[config.mk]
export PLATFORM = sky130hd
export DESIGN_NAME = bus_arbiter_split
export DESIGN_NICKNAME = d
export VERILOG_FILES = /design/src/rtl/bus_arbiter_split.sv
export SDC_FILE = /design/constraint.sdc
export NUM_CORES = 1
export LEC_CHECK = 0
export ABC_AREA = 1
export ABC_CLOCK_PERIOD_IN_PS = 2780
export CAP_MARGIN = 20
export CORE_MARGIN = 5
export CORE_UTILIZATION = 40
export CTS_CLUSTER_DIAMETER = 40
export DETAILED_ROUTE_END_ITERATION = 8
export GPL_TIMING_DRIVEN = 0
export PLACE_DENSITY_LB_ADDON = 0.12
export SLEW_MARGIN = 5
export SYNTH_ARGS = -nofsm -noshare
export SYNTH_HDL_FRONTEND = slang
export SYNTH_SLANG_ARGS = --single-unit
export TNS_END_PERCENT = 1
[constraint.sdc]
create_clock -name clk -period 2.78 [get_ports clk]
set_input_delay 0.278 -clock clk [delete_from_list [all_inputs] [get_ports clk]]
set_output_delay 0.278 -clock clk [all_outputs]
set_load 0.05 [all_outputs]
[src/rtl/bus_arbiter_split.sv]
// -----------------------------------------------------------------------------
// bus_arbiter_split
//
// Round-robin arbiter for a shared system bus, with support for split
// transactions. When the addressed slave splits, the owning master is parked
// and the bus is freed. The parked master is re-granted with priority once that
// slave pulses its split_done line.
//
// Ports:
//   clk          system clock, rising edge
//   rstn         asynchronous active-low reset
//   mbreq        per-master bus request, held for the whole transaction
//   mbgrant      per-master grant (registered, one-hot or zero)
//   msplit       per-master "parked by split" flag
//   split_req    owner's addressed slave requests a split (1-cycle pulse)
//   split_slave  one-hot identity of the splitting slave, valid with split_req
//   split_done   per-slave "ready to complete parked transaction" pulse
//   bus_busy     a grant is active
//   owner_id     index of the current owner, 0 when idle
// -----------------------------------------------------------------------------
module bus_arbiter_split #(
    parameter int MASTER_COUNT = 2,
    parameter int SLAVE_COUNT  = 3,
    parameter int SIDX_WIDTH   = 2
) (
    input  logic                    clk,
    input  logic                    rstn,
    input  logic [MASTER_COUNT-1:0] mbreq,
    output logic [MASTER_COUNT-1:0] mbgrant,
    output logic [MASTER_COUNT-1:0] msplit,
    input  logic                    split_req,
    input  logic [SLAVE_COUNT-1:0]  split_slave,
    input  logic [SLAVE_COUNT-1:0]  split_done,
    output logic                    bus_busy,
    output logic [2:0]              owner_id
);

    typedef enum logic [1:0] {
        ST_IDLE    = 2'd0,
        ST_BUSY    = 2'd1,
        ST_RELEASE = 2'd2
    } state_e;

    state_e                  state_q;
    logic [MASTER_COUNT-1:0] grant_q;
    logic [MASTER_COUNT-1:0] park_q;
    logic [MASTER_COUNT-1:0] resume_q;
    logic [SIDX_WIDTH-1:0]   slot_q [MASTER_COUNT];
    logic [2:0]              ptr_q;

    // One-hot to binary index; zero input gives index 0.
    function automatic logic [2:0] oh_to_idx(input logic [MASTER_COUNT-1:0] oh);
        logic [2:0] idx;
        idx = '0;
        for (int j = 0; j < MASTER_COUNT; j++) begin
            if (oh[j]) idx = idx | 3'(j);
        end
        return idx;
    endfunction

    // ------------------------------------------------------------------
    // Arbitration helpers
    // ------------------------------------------------------------------
    logic [MASTER_COUNT-1:0] eligible;
    logic [MASTER_COUNT-1:0] resume_set;
    logic [MASTER_COUNT-1:0] res_oh;
    logic [MASTER_COUNT-1:0] ptr_mask;
    logic [MASTER_COUNT-1:0] rr_pool;
    logic [MASTER_COUNT-1:0] rr_oh;
    logic [2:0]              rr_idx;
    logic [2:0]              ptr_d;
    logic [SIDX_WIDTH-1:0]   split_idx;
    logic [SLAVE_COUNT-1:0]  split_sel;
    logic                    split_done_now;
    logic [MASTER_COUNT-1:0] done_hit;
    logic [MASTER_COUNT-1:0] park_keep;
    logic [MASTER_COUNT-1:0] resume_keep;
    logic                    owner_req;

    always_comb begin
        // NOTE: every signal gets a default before any conditional write so
        // no path leaves a value unassigned and no latch is inferred.
        done_hit  = '0;
        split_idx = '0;
        ptr_mask  = '0;

        eligible = mbreq & ~park_q;
        // A parked master that has already dropped mbreq is being cancelled
        // this edge, so it must not be picked for a resume grant.
        resume_set = park_q & resume_q & mbreq;
        res_oh     = resume_set & (~resume_set + MASTER_COUNT'(1));

        // Search from the pointer upwards first, then wrap to the bottom.
        for (int j = 0; j < MASTER_COUNT; j++) begin
            ptr_mask[j] = (3'(j) >= ptr_q);
        end
        rr_pool = (|(eligible & ptr_mask)) ? (eligible & ptr_mask) : eligible;
        rr_oh   = rr_pool & (~rr_pool + MASTER_COUNT'(1));
        rr_idx  = oh_to_idx(rr_oh);
        ptr_d   = (rr_idx == 3'(MASTER_COUNT - 1)) ? 3'd0 : rr_idx + 3'd1;

        // Lowest set bit of split_slave wins; an all-zero vector maps to 0.
        for (int s = SLAVE_COUNT - 1; s >= 0; s--) begin
            if (split_slave[s]) split_idx = SIDX_WIDTH'(s);
        end
        split_sel = (split_slave == '0) ? SLAVE_COUNT'(1)
                                        : (split_slave & (~split_slave + SLAVE_COUNT'(1)));
        // split_done for the slave that is splitting right now must not be lost.
        split_done_now = |(split_done & split_sel);

        for (int p = 0; p < MASTER_COUNT; p++) begin
            for (int s = 0; s < SLAVE_COUNT; s++) begin
                if (park_q[p] && slot_q[p] == SIDX_WIDTH'(s) && split_done[s]) begin
                    done_hit[p] = 1'b1;
                end
            end
        end

        // Park bookkeeping that applies every cycle: a parked master that
        // drops its request is cancelled, otherwise resume flags accumulate.
        park_keep   = park_q & mbreq;
        resume_keep = (resume_q | done_hit) & park_q & mbreq;

        owner_req = |(mbreq & grant_q);
    end

    // ------------------------------------------------------------------
    // Arbiter FSM with registered outputs
    // ------------------------------------------------------------------
    always_ff @(posedge clk or negedge rstn) begin
        if (!rstn) begin
            state_q  <= ST_IDLE;
            grant_q  <= '0;
            park_q   <= '0;
            resume_q <= '0;
            ptr_q    <= '0;
            // NOTE: the park slots are few and are reset with everything else
            // so no stale slave index survives a reset.
            for (int p = 0; p < MASTER_COUNT; p++) begin
                slot_q[p] <= '0;
            end
        end else begin
            // NOTE: state is updated with non-blocking assignments only; later
            // assignments in this block override these defaults on the same edge.
            park_q   <= park_keep;
            resume_q <= resume_keep;

            case (state_q)
                ST_IDLE: begin
                    if (|resume_set) begin
                        // Resumed masters go ahead of normal arbitration and
                        // leave the round-robin pointer untouched.
                        grant_q  <= res_oh;
                        park_q   <= park_keep & ~res_oh;
                        resume_q <= resume_keep & ~res_oh;
                        state_q  <= ST_BUSY;
                    end else if (|eligible) begin
                        grant_q <= rr_oh;
                        ptr_q   <= ptr_d;
                        state_q <= ST_BUSY;
                    end
                end

                ST_BUSY: begin
                    if (split_req) begin
                        // Split has priority over a simultaneous request drop.
                        grant_q  <= '0;
                        park_q   <= park_keep | grant_q;
                        resume_q <= resume_keep | (split_done_now ? grant_q : '0);
                        for (int p = 0; p < MASTER_COUNT; p++) begin
                            if (grant_q[p]) slot_q[p] <= split_idx;
                        end
                        state_q <= ST_RELEASE;
                    end else if (!owner_req) begin
                        grant_q <= '0;
                        state_q <= ST_RELEASE;
                    end
                end

                ST_RELEASE: begin
                    state_q <= ST_IDLE;
                end

                default: begin
                    grant_q <= '0;
                    state_q <= ST_IDLE;
                end
            endcase
        end
    end

    assign mbgrant  = grant_q;
    assign msplit   = park_q;
    assign bus_busy = |grant_q;
    assign owner_id = oh_to_idx(grant_q);

endmodule

==> run summary, run 1 <==
The run finished with clean final reports. The initialized floorplan defines 16 standard-cell rows. The logs give 1 for the count of H-tree levels built during CTS and 108 for the synthesized netlist cell count.

The number of max-slew violations in the final report came out at 0. In this run, distinct cell masters in the synthesized netlist total 19. The logs give 708 for the via count of the first global-routing pass and 0 for the number of antenna violations at the first check in global routing. The synthesized design contains 13 register bits. The proportion of netlist area held by the largest area contributor was 0.406; the residual overflow from global routing was 0.

19 I/O pins were placed. The number of buffers added for setup after CTS came out at 0. The area growth from synthesis to layout is 27.9%. The antenna diode instance count is 0. The number of cells on the worst reg-to-reg path is 5. Yosys attributes the largest share of cell area to sky130_fd_sc_hd__dfrtp_1 (41%), sky130_fd_sc_hd__nand2_1 (17%), sky130_fd_sc_hd__inv_1 (7.5%).

VDD sags by at most 0.000466 V. The tools report the overall global routing resource usage as 0.133. The setup clock skew after layout is 3.50 ps, and the proportion of synthesized chip area in sequential cells is 0.406. The die boundary width works out to 54.8 µm.

The number of DRC violations after detailed-routing iteration 0 is 12. In the routed design, unresolved DRC markers number 0. Setup repair after global routing left no endpoint under its margin. In the final routed layout, each cell accounts on average for 10.1 µm. The hold-fix buffer count after cts came out at 0. The die is 54.8 µm tall. The share of the core filled with cells in the final layout is 0.528, and the maximum clock rate is 498 MHz. Data on the critical path is required at its endpoint by 2500 ps.

The count of nets left with antenna violations once routing finished came out at 0. For the pin with the worst max-slew slack, the measured transition is 598 ps. STA puts the critical path data arrival time at 1730 ps.

In this run the worst path has a maximum fanout of 6. The worst setup path is captured at an output port. In this run the clock root is driven by a sky130_fd_sc_hd__clkbuf_4. The register clock-pin slew on the reported worst setup and hold paths was 80 ps; the effective utilization at floorplan was 0.413. The total wirelength of the detailed-routed design was 1.58 mm; the fill cell instance count of the final layout was 210. The largest total area in the synthesized netlist belongs to sky130_fd_sc_hd__dfrtp_1. Setup violations remaining at the end of the flow were counted as 0. The tools report the area enclosed by the die boundary as 3000 µm². TritonCTS created 3 clock buffers. The largest net degree at the start of global routing is 14.

For the vias after detailed routing, the log shows 709. The count of buffers from port buffering came out at 16. The logs give 0 for the count of endpoints failing hold in the final timing report and 0.600 for the worst relative slew slack. Final critical-path required period: 2010 ps. For this design the ratio of total power to cell area is 939 nW/µm². The cell area that synthesis handed to floorplanning was 802 µm². In this run the static leakage power is 0.518 nW. The clock reaches the later pin of the worst-skew pair after 270 ps.

Using the TritonRoute via totals, the vias-per-cell ratio works out to 4.54. The layout cell share with drive strength beyond 1 came out at 0.163. The post-route clock period utilization was 0.723. The detailed placer's ending HPWL was 1.28 mm. Across the run, the number of max-cap violations was 0.

The final layout net count came out at 141. Summed over all failing endpoints, the final setup total negative slack is 0 ps. The quantity of gates resized following cts is 0. At the end of routability-driven placement, the weighted congestion stood at 0.820.

The worst setup path is launched from a flop. Path category of the worst min-delay check: input port to asynchronous set/reset pin. The average size of a mapped cell was 7.43 µm². CTS saw 13 sinks. The critical path is of the flop to output port type. The run gives 2 as the maximum buffer depth of the clock tree.

The first global-routing pass estimated 2.75 mm of wire. The pre-antenna-repair detailed-routing pass consisted of 4 iterations. TritonCTS built the clock tree. After floorplanning, the core was sized to cover 1940 µm². For the total of warnings raised by yosys, the log shows 0.
==> flip-flops by register name, summed over array words and instances (netlist names) <==
name,flops
slot_q,4
ptr_q,1
resume_q,2
mbgrant,2
state_q,2
msplit,2
==> stage by stage <==
| stage | std cells | total power (W) | cell area [µm²] | hold WS [ps] | worst slack, ps |
|---|---|---|---|---|---|
| global route | 156 | 0.00104 | 1030 | 417 | 702 |
| finish | 156 | 0.000963 | 1030 | 373 | 770 |
| detailed placement | 152 | 0.000855 | 1000 | 523 | 1070 |
| floorplan | 109 | 0.000705 | 806 | -17.6 | 1410 |
| global placement | 152 | 0.000848 | 1000 | 515 | 1080 |
| CTS | 156 | 0.000980 | 1030 | 385 | 740 |
==> layer usage <==
metal / track usage / part of all wire / vias to the layer above
met2: 0.240 / 0.54 / 18
met3: 0.0327 / 0.042 / 2
met5: 0 / 0 / -
met4: 0.0830 / 0.0076 / 0
met1: 0.135 / 0.41 / 317
li1: - / - / 372
==> worst max-delay path, cell delays in order, from the launching register on <==
cell                              delay, ps
sky130_fd_sc_hd__dfrtp_1                440
sky130_fd_sc_hd__or2_2                  310
sky130_fd_sc_hd__clkdlybuf4s50_1        700
==> kinds of logic (layout without fill, tap and decap cells) <==
logic type / count (synthesis) / after routing / synth area share
simple gates: 56 / 56 / 0.360
buf+inv: 22 / 42 / 0.117
compound gates: 16 / 16 / 0.112
flops: 13 / 13 / 0.406
other cells: 1 / 2 / 0.00468
==> Yosys cell counts (all sizes together) <==
master   n
nand3    9
nand2   40
dfrtp   13
clkinv   1
o21a     1
nor2     6
buf      3
inv     18
o211ai   3
o21ai    9
or2      1
a21oi    3
conb     1
==> path summary, 6_finish.rpt <==
check                      startpoint         end  slack (ps)
max reg2reg                state_q[1]    ptr_q[0]        1640
min in group clk            slot_q[2]   slot_q[2]         530
max                        mbgrant[1]    bus_busy         770
min                              rstn   slot_q[0]         370
max in group asynchronous        rstn  mbgrant[0]        2020
min reg2reg                 slot_q[2]   slot_q[2]         530
==> final cells by class <==
cell class / instances / area [µm²] / area share
Tap cell: 27 / 33.8 / 0.0329
Sequential cell: 13 / 325 / 0.317
Timing Repair Buffer: 16 / 160 / 0.156
Buffer: 3 / 22.5 / 0.0220
Inverter: 19 / 71.3 / 0.0695
Multi-Input combinational cell: 74 / 387 / 0.377
Clock buffer: 4 / 26.3 / 0.0256
==> placed cells by master (no fill, tap or decap) <==
cell type,count
sky130_fd_sc_hd__conb_1,2
sky130_fd_sc_hd__a21oi_1,3
sky130_fd_sc_hd__or2_2,1
sky130_fd_sc_hd__nand2_2,3
sky130_fd_sc_hd__buf_4,3
sky130_fd_sc_hd__nand3_2,4
sky130_fd_sc_hd__clkbuf_1,1
sky130_fd_sc_hd__o21ai_0,5
sky130_fd_sc_hd__o211ai_1,3
sky130_fd_sc_hd__nor2_1,2
sky130_fd_sc_hd__nand3_1,5
sky130_fd_sc_hd__nand2_1,36
sky130_fd_sc_hd__clkbuf_4,3
sky130_fd_sc_hd__inv_2,2
sky130_fd_sc_hd__o21a_1,1
sky130_fd_sc_hd__clkinv_1,1
sky130_fd_sc_hd__nor2_4,4
sky130_fd_sc_hd__dfrtp_1,13
sky130_fd_sc_hd__nand2_4,1
sky130_fd_sc_hd__o21ai_1,4
sky130_fd_sc_hd__clkdlybuf4s50_1,16
sky130_fd_sc_hd__inv_1,16
==> report_power, final <==
group / total, W / internal, W / switching (W)
clock: 0.000118 / 0.0000556 / 0.0000622
sequential: 0.000324 / 0.000256 / 0.0000672
combinational: 0.000522 / 0.000192 / 0.000331
total: 0.000963 / 0.000504 / 0.000460
(Power assumes the default switching activity.)
==> run 2: changes to the inputs <==
--- a/config.mk
+++ b/config.mk
@@ -6,7 +6,7 @@
 export NUM_CORES = 1
 export LEC_CHECK = 0
 export ABC_AREA = 1
-export ABC_CLOCK_PERIOD_IN_PS = 2780
+export ABC_CLOCK_PERIOD_IN_PS = 1920
 export CAP_MARGIN = 20
 export CORE_MARGIN = 5
 export CORE_UTILIZATION = 40
==> constraint.sdc (replaced) <==
create_clock -name clk -period 1.92 [get_ports clk]
set_input_delay 0.192 -clock clk [delete_from_list [all_inputs] [get_ports clk]]
set_output_delay 0.192 -clock clk [all_outputs]
set_load 0.05 [all_outputs]
==> run summary, run 2 (synthesis results as in run 1) <==
The run finished with clean final reports. The vias after detailed routing came out at 709 (unchanged). The per-cell via count in the routed design works out to 4.54 (unchanged). The worst endpoint required time came out at 1730 ps (-770 ps). The post-route clock period utilization came out at 0.951. The run gives 0.820 (unchanged) as the global placement routability congestion. The worst setup path is captured at an output port. Setup repair after global routing left no endpoint under its margin.

The count of pins on the block boundary is 19 (unchanged), and the average wire per cell in the routed design is 10.1 µm (unchanged). The run gives 325 µm² (unchanged) as the area used by sequential logic in the layout. The number of buffers added for setup after CTS is 0 (unchanged). The post-detailed-route count of antenna-violating nets came out at 0 (unchanged). In the layout the commonest cells are sky130_fd_sc_hd__nand2_1 (36), sky130_fd_sc_hd__inv_1 (16), sky130_fd_sc_hd__clkdlybuf4s50_1 (15), sky130_fd_sc_hd__dfrtp_1 (13).

The leakage power total is 0.520 nW (+0.47%). The worst relative slew slack is 0.600 (unchanged), and the clock latency at the later pin of the worst-skew pair is 270 ps (about the same). The power density relative to cell area is 1350 nW/µm² (+44%). The kind of critical path was flop to output port. The number of cells in the design after placement was 152 (unchanged); the number of cells on the worst reg-to-reg path was 5 (unchanged).

For the quantity of gates resized following cts, the log shows 1 (+1). The final layout net count came out at 141 (unchanged). In this run the worst hold path is classified as input port to asynchronous set/reset pin.

The number of placement rows was 16 (unchanged); the via count of the first global-routing pass was 708 (unchanged). The vertical die dimension came out at 54.8 µm (unchanged). The count of buffers from port buffering was 16 (unchanged). Counting I/O delays and the setup requirement, the final critical path takes 1830 ps. The tools report the maximum clock rate as 547 MHz. The logs give 1.28 mm (unchanged) for the detailed placer's ending HPWL and 0 (unchanged) for the number of antenna violations at the first check in global routing. The count of H-tree levels built during CTS was 1 (unchanged). The clock root buffer master is sky130_fd_sc_hd__clkbuf_4. The largest net degree at the start of global routing was 14 (unchanged).

TritonCTS built the clock tree. The number of sinks on the clock net is 13 (unchanged), and the hold-fix buffer count after cts is 0 (unchanged). The number of endpoints failing setup at the final stage was 0 (unchanged); the area enclosed by the die boundary was 3000 µm² (unchanged). The global-route wire length before repair was 2.75 mm (unchanged); the number of flip-flops under the largest register name was 4 (unchanged).

Most common library cell in the layout ignoring fill and taps: sky130_fd_sc_hd__nand2_1. Worst supply voltage drop on vdd: 0.000637 V (+37%). The effective utilization at floorplan was 0.413 (unchanged). The run gives 0 (unchanged) as the number of max-slew violations in the final report. The logs give 0 (unchanged) for the count of endpoints failing hold in the final timing report and 0 ps (unchanged) for the setup TNS. The die boundary width was 54.8 µm (unchanged); the antenna diode instance count was 0 (unchanged).

The number of DRC violations after detailed-routing iteration 0 was 12 (unchanged). The tools report the core area as 1940 µm² (unchanged). Nature of the critical path startpoint: a flop.

The run gives 780 ps (-860 ps) as the worst-case register-to-register setup slack. The worst register-to-register path begins at state_q[1]. The register clock-pin slew on the reported worst setup and hold paths was 80 ps (about the same).

For the total iterations of the first detailed-routing run, the log shows 4 (unchanged). For the max-capacitance violation count, the log shows 0 (unchanged). In this run the critical register-to-register path is captured at ptr_q[0].

The non-filler instance count after layout is 156 (unchanged), and the maximum buffer depth of the clock tree is 2 (unchanged). The slew of the pin with the lowest slew margin came out at 598 ps (unchanged). The register with the most flip-flops in the final layout is slot_q.

For the post-detailed-route DRC marker count, the log shows 0 (unchanged). The run gives 3.50 ps (unchanged) as the setup clock skew after layout. The tools report the overall global routing resource usage as 0.133 (unchanged).

The area occupied by multi-input gates is 387 µm² (unchanged), and the total clock buffers created by CTS is 3 (unchanged). The total wirelength of the detailed-routed design was 1.58 mm (unchanged); the layout-stage area growth over the synthesis result was 27.8%. For the fill cell instance count of the final layout, the log shows 211 (+0.48%). The logs give 1630 ps (-100 ps) for the arrival time of the worst setup path and 0 (unchanged) for the residual overflow from global routing. The layout cell share with drive strength beyond 1 came out at 0.163 (unchanged).

The largest fanout of any net on the critical path came out at 6 (unchanged).
==> run 2: cell types whose count changed in the layout (fill, tap and decap cells not counted) <==
| cell | previous run | this run |
|---|---|---|
| sky130_fd_sc_hd__clkdlybuf4s50_1 | 16 | 15 |
| sky130_fd_sc_hd__dlygate4sd2_1 | 0 | 1 |
==> run 2: where the power goes <==
group          leakage (nW)  internal, W  switching, W
combinational         0.336     0.000265      0.000478
clock                0.0150    0.0000805     0.0000900
sequential            0.169     0.000371     0.0000973
==> run 2: cell type report <==
class,count,area share
Multi-Input combinational cell,74,0.377
Sequential cell,13,0.317
Timing Repair Buffer,16,0.155
Inverter,19,0.0696
Tap cell,27,0.0330
Clock buffer,4,0.0256
Buffer,3,0.0220
==> run 2: how the worst max path moves through the flow <==
stage,startpoint,end,slack (ps)
2_1_floorplan,msplit[0],mbgrant[1],570
3_3_place_gp,mbgrant[1],bus_busy,310
3_5_place_dp,mbgrant[1],bus_busy,290
4_1_cts,mbgrant[1],owner_id[0],70
5_1_grt,mbgrant[1],owner_id[0],5
6_report,mbgrant[1],owner_id[0],90
==> run 2: metrics by stage <==
stage	setup slack [ps]	hold slack [ps]	instance area, µm²	total power [W]	utilization
6_report	93.2	287	1020	0.00138	0.528
5_1_grt	4.72	331	1020	0.00150	0.528
3_3_place_gp	306	515	1000	0.00123	0.515
3_5_place_dp	291	523	1000	0.00124	0.515
2_1_floorplan	567	-104	806	0.00102	-
4_1_cts	69.0	299	1020	0.00141	0.528
==> run 2: metal layers <==
| layer | up-vias | wire length (µm) | GRT usage |
|---|---|---|---|
| met5 | - | 0 | 0 |
| li1 | 372 | - | - |
| met4 | 0 | 12 | 0.0830 |
| met1 | 317 | 645 | 0.135 |
| met2 | 18 | 855 | 0.240 |
| met3 | 2 | 66 | 0.0327 |
==> run 2: worst max-delay path: stages (launching register included) <==
cell and delay (ps):
sky130_fd_sc_hd__dfrtp_1 440, sky130_fd_sc_hd__buf_4 140, sky130_fd_sc_hd__clkdlybuf4s50_1 790
==> run 3: changes to the inputs <==
--- a/config.mk
+++ b/config.mk
@@ -14,6 +14,7 @@
 export DETAILED_ROUTE_END_ITERATION = 8
 export GPL_TIMING_DRIVEN = 0
 export PLACE_DENSITY_LB_ADDON = 0.12
+export SETUP_SLACK_MARGIN = 0.4
 export SLEW_MARGIN = 5
 export SYNTH_ARGS = -nofsm -noshare
 export SYNTH_HDL_FRONTEND = slang
==> run summary, run 3 (synthesis results as in run 1) <==
The flow ran to the end, and the final reports show no timing, DRC or antenna violations. The tools report the clock root buffer master as sky130_fd_sc_hd__clkbuf_4. The total iterations of the first detailed-routing run is 4 (unchanged).

The effective utilization at floorplan came out at 0.413 (unchanged). The path category of the worst min-delay check is input port to asynchronous set/reset pin. The register with the most flip-flops in the final layout is slot_q. The global-route wire length before repair is 2.75 mm (unchanged), and the total wirelength of the detailed-routed design is 1.58 mm (+0.19%). The area enclosed by the die boundary was 3000 µm² (unchanged); the antenna diode instance count was 0 (unchanged). The power density relative to cell area was 1330 nW/µm² (-1.2%); the count of pins on the block boundary was 19 (unchanged). The run gives 1940 µm² (unchanged) as the core area. The per-cell via count in the routed design was 4.54 (unchanged); the slew of the pin with the lowest slew margin was 598 ps (+0.367 ps). Traced cell by cell, the critical path runs through clkdlybuf4s50_1. The layout-stage area growth over the synthesis result is 27.8% (unchanged), and the vertical die dimension is 54.8 µm (unchanged).

The buffers plus inverters on the worst setup path was 1 (-1); the largest stage delay on the critical path was 830 ps (+40 ps). The largest fanout of any net on the critical path is 5 (-1). The register clock-pin slew on the reported worst setup and hold paths is 80 ps (about the same), and the die boundary width is 54.8 µm (unchanged).

The tools report the maximum clock rate as 585 MHz (+6.9%). The clock latency at the later pin of the worst-skew pair was 270 ps (about the same). The number of cells on the worst reg-to-reg path came out at 5 (unchanged). For the largest net degree at the start of global routing, the log shows 14 (unchanged).

The tools report the max-capacitance violation count as 0 (unchanged). The run gives 3.44 ps (-0.0634 ps) as the setup clock skew after layout. The worst relative slew slack is 0.600 (about the same), and the count of endpoints failing hold in the final timing report is 0 (unchanged). The number of max-slew violations in the final report is 0 (unchanged). Leaving out fill and tap cells, the most frequent cells in the layout are sky130_fd_sc_hd__nand2_1 (36), sky130_fd_sc_hd__inv_1 (16), sky130_fd_sc_hd__dfrtp_1 (13), sky130_fd_sc_hd__clkdlybuf4s50_1 (12). Setup repair after global routing could not meet its margin everywhere. Number of flip-flops under the largest register name: 4 (unchanged). TritonCTS built the clock tree. The number of endpoints failing setup at the final stage is 0 (unchanged), and the leakage power total is 0.545 nW (+4.8%). The endpoint identified for the worst register-to-register timing path is ptr_q[0]. The tools report the overall global routing resource usage as 0.133 (unchanged). Number of DRC violations after detailed-routing iteration 0: 13 (+1). The count of H-tree levels built during CTS is 1 (unchanged). The logs give 0.528 (unchanged) for the share of the core filled with cells in the final layout and 141 (unchanged) for the final layout net count. The number of cells in the design after placement is 152 (unchanged). The worst setup path is launched from a flop. The run gives 0 (unchanged) as the residual overflow from global routing.

The tools report the endpoint class of the critical path as an output port. For the global placement routability congestion, the log shows 0.820 (unchanged). For the number of antenna violations at the first check in global routing, the log shows 0 (unchanged). Post-detailed-route count of antenna-violating nets: 0 (unchanged). The logs give 0 (unchanged) for the number of buffers added for setup after CTS and 708 (unchanged) for the via count of the first global-routing pass.

The tools report the vias after detailed routing as 709 (unchanged). Detailed placer's ending HPWL: 1.28 mm (unchanged). The cell with the largest stage delay on the worst path was sky130_fd_sc_hd__clkdlybuf4s50_1.

For the total clock buffers created by CTS, the log shows 3 (unchanged). Final critical-path required period: 1710 ps (-117 ps). The worst-case register-to-register setup slack was 780 ps (about the same).

The worst supply voltage drop on vdd was 0.000613 V (-3.7%); the average wire per cell in the routed design was 10.1 µm (+0.19%). The maximum buffer depth of the clock tree was 2 (unchanged); the post-detailed-route DRC marker count was 0 (unchanged). The setup TNS was 0 ps (unchanged); the worst endpoint required time was 1730 ps (about the same). The arrival time of the worst setup path came out at 1520 ps (-110 ps).

The setup path with the least slack is of type flop to output port. For the non-filler instance count after layout, the log shows 156 (unchanged). The final worst-path setup slack came out at 210 ps (+117 ps). The path length in cells of the critical path works out to 1 (-1). The most common library cell in the layout ignoring fill and taps was sky130_fd_sc_hd__nand2_1. The tools report the number of sinks on the clock net as 13 (unchanged). The run gives 291 ps (unchanged) as the post-place setup slack. The cell family contributing the most delay on the critical path is buffers and inverters. The layout cell share with drive strength beyond 1 was 0.163 (unchanged). The count of buffers from port buffering is 16 (unchanged).

The run gives 16 (unchanged) as the number of placement rows. The post-route clock period utilization was 0.890 (-0.0611). In this run the critical register-to-register path is launched from state_q[1].
==> run 3: cell types whose count changed in the layout (fill, tap and decap cells not counted) <==
cell                              change
sky130_fd_sc_hd__clkdlybuf4s50_1      -3
sky130_fd_sc_hd__dlygate4sd2_1        +2
sky130_fd_sc_hd__dlymetal6s2s_1       +1
==> run 3: layout make-up <==
type,instances,area [µm²]
Timing Repair Buffer,16,159
Tap cell,27,33.8
Multi-Input combinational cell,74,387
Buffer,3,22.5
Fill cell,210,917
Clock buffer,4,26.3
Inverter,19,71.3
Sequential cell,13,325
==> run 3: worst max path at each step <==
stage	start	slack [ps]	endpoint
after floorplan	msplit[0]	570	mbgrant[1]
after global placement	mbgrant[1]	310	bus_busy
after detailed placement	mbgrant[1]	290	bus_busy
after CTS	mbgrant[0]	180	mbgrant[0]
after global routing	mbgrant[0]	140	mbgrant[0]
final	mbgrant[0]	210	mbgrant[0]
==> run 3: per-stage QoR <==
step / power, W / instance area [µm²] / hold slack (ps)
floorplan: 0.00102 / 806 / -104
global placement: 0.00123 / 1000 / 515
detailed placement: 0.00124 / 1000 / 523
CTS: 0.00139 / 1020 / 299
global route: 0.00148 / 1020 / 331
finish: 0.00137 / 1020 / 287
==> run 3: per-layer routing <==
layer  GRT usage  up-vias  wire [µm]
met5           0        -          0
met4      0.0830        0         12
met3      0.0327        2         66
met2       0.240       18        856
met1       0.135      317        647
li1            -      372          -
==> run 3: power by group <==
group          internal [W]  switching (W)
Clock             0.0000805      0.0000901
Sequential         0.000371      0.0000966
Combinational      0.000250       0.000478
Total              0.000701       0.000665
==> run 3: repair_timing <==
item | CTS | global route
gates cloned | 0 | 0
setup endpoints to repair | 6 | 6
hold buffers | 0 | 0
resized for setup | 3 | 1
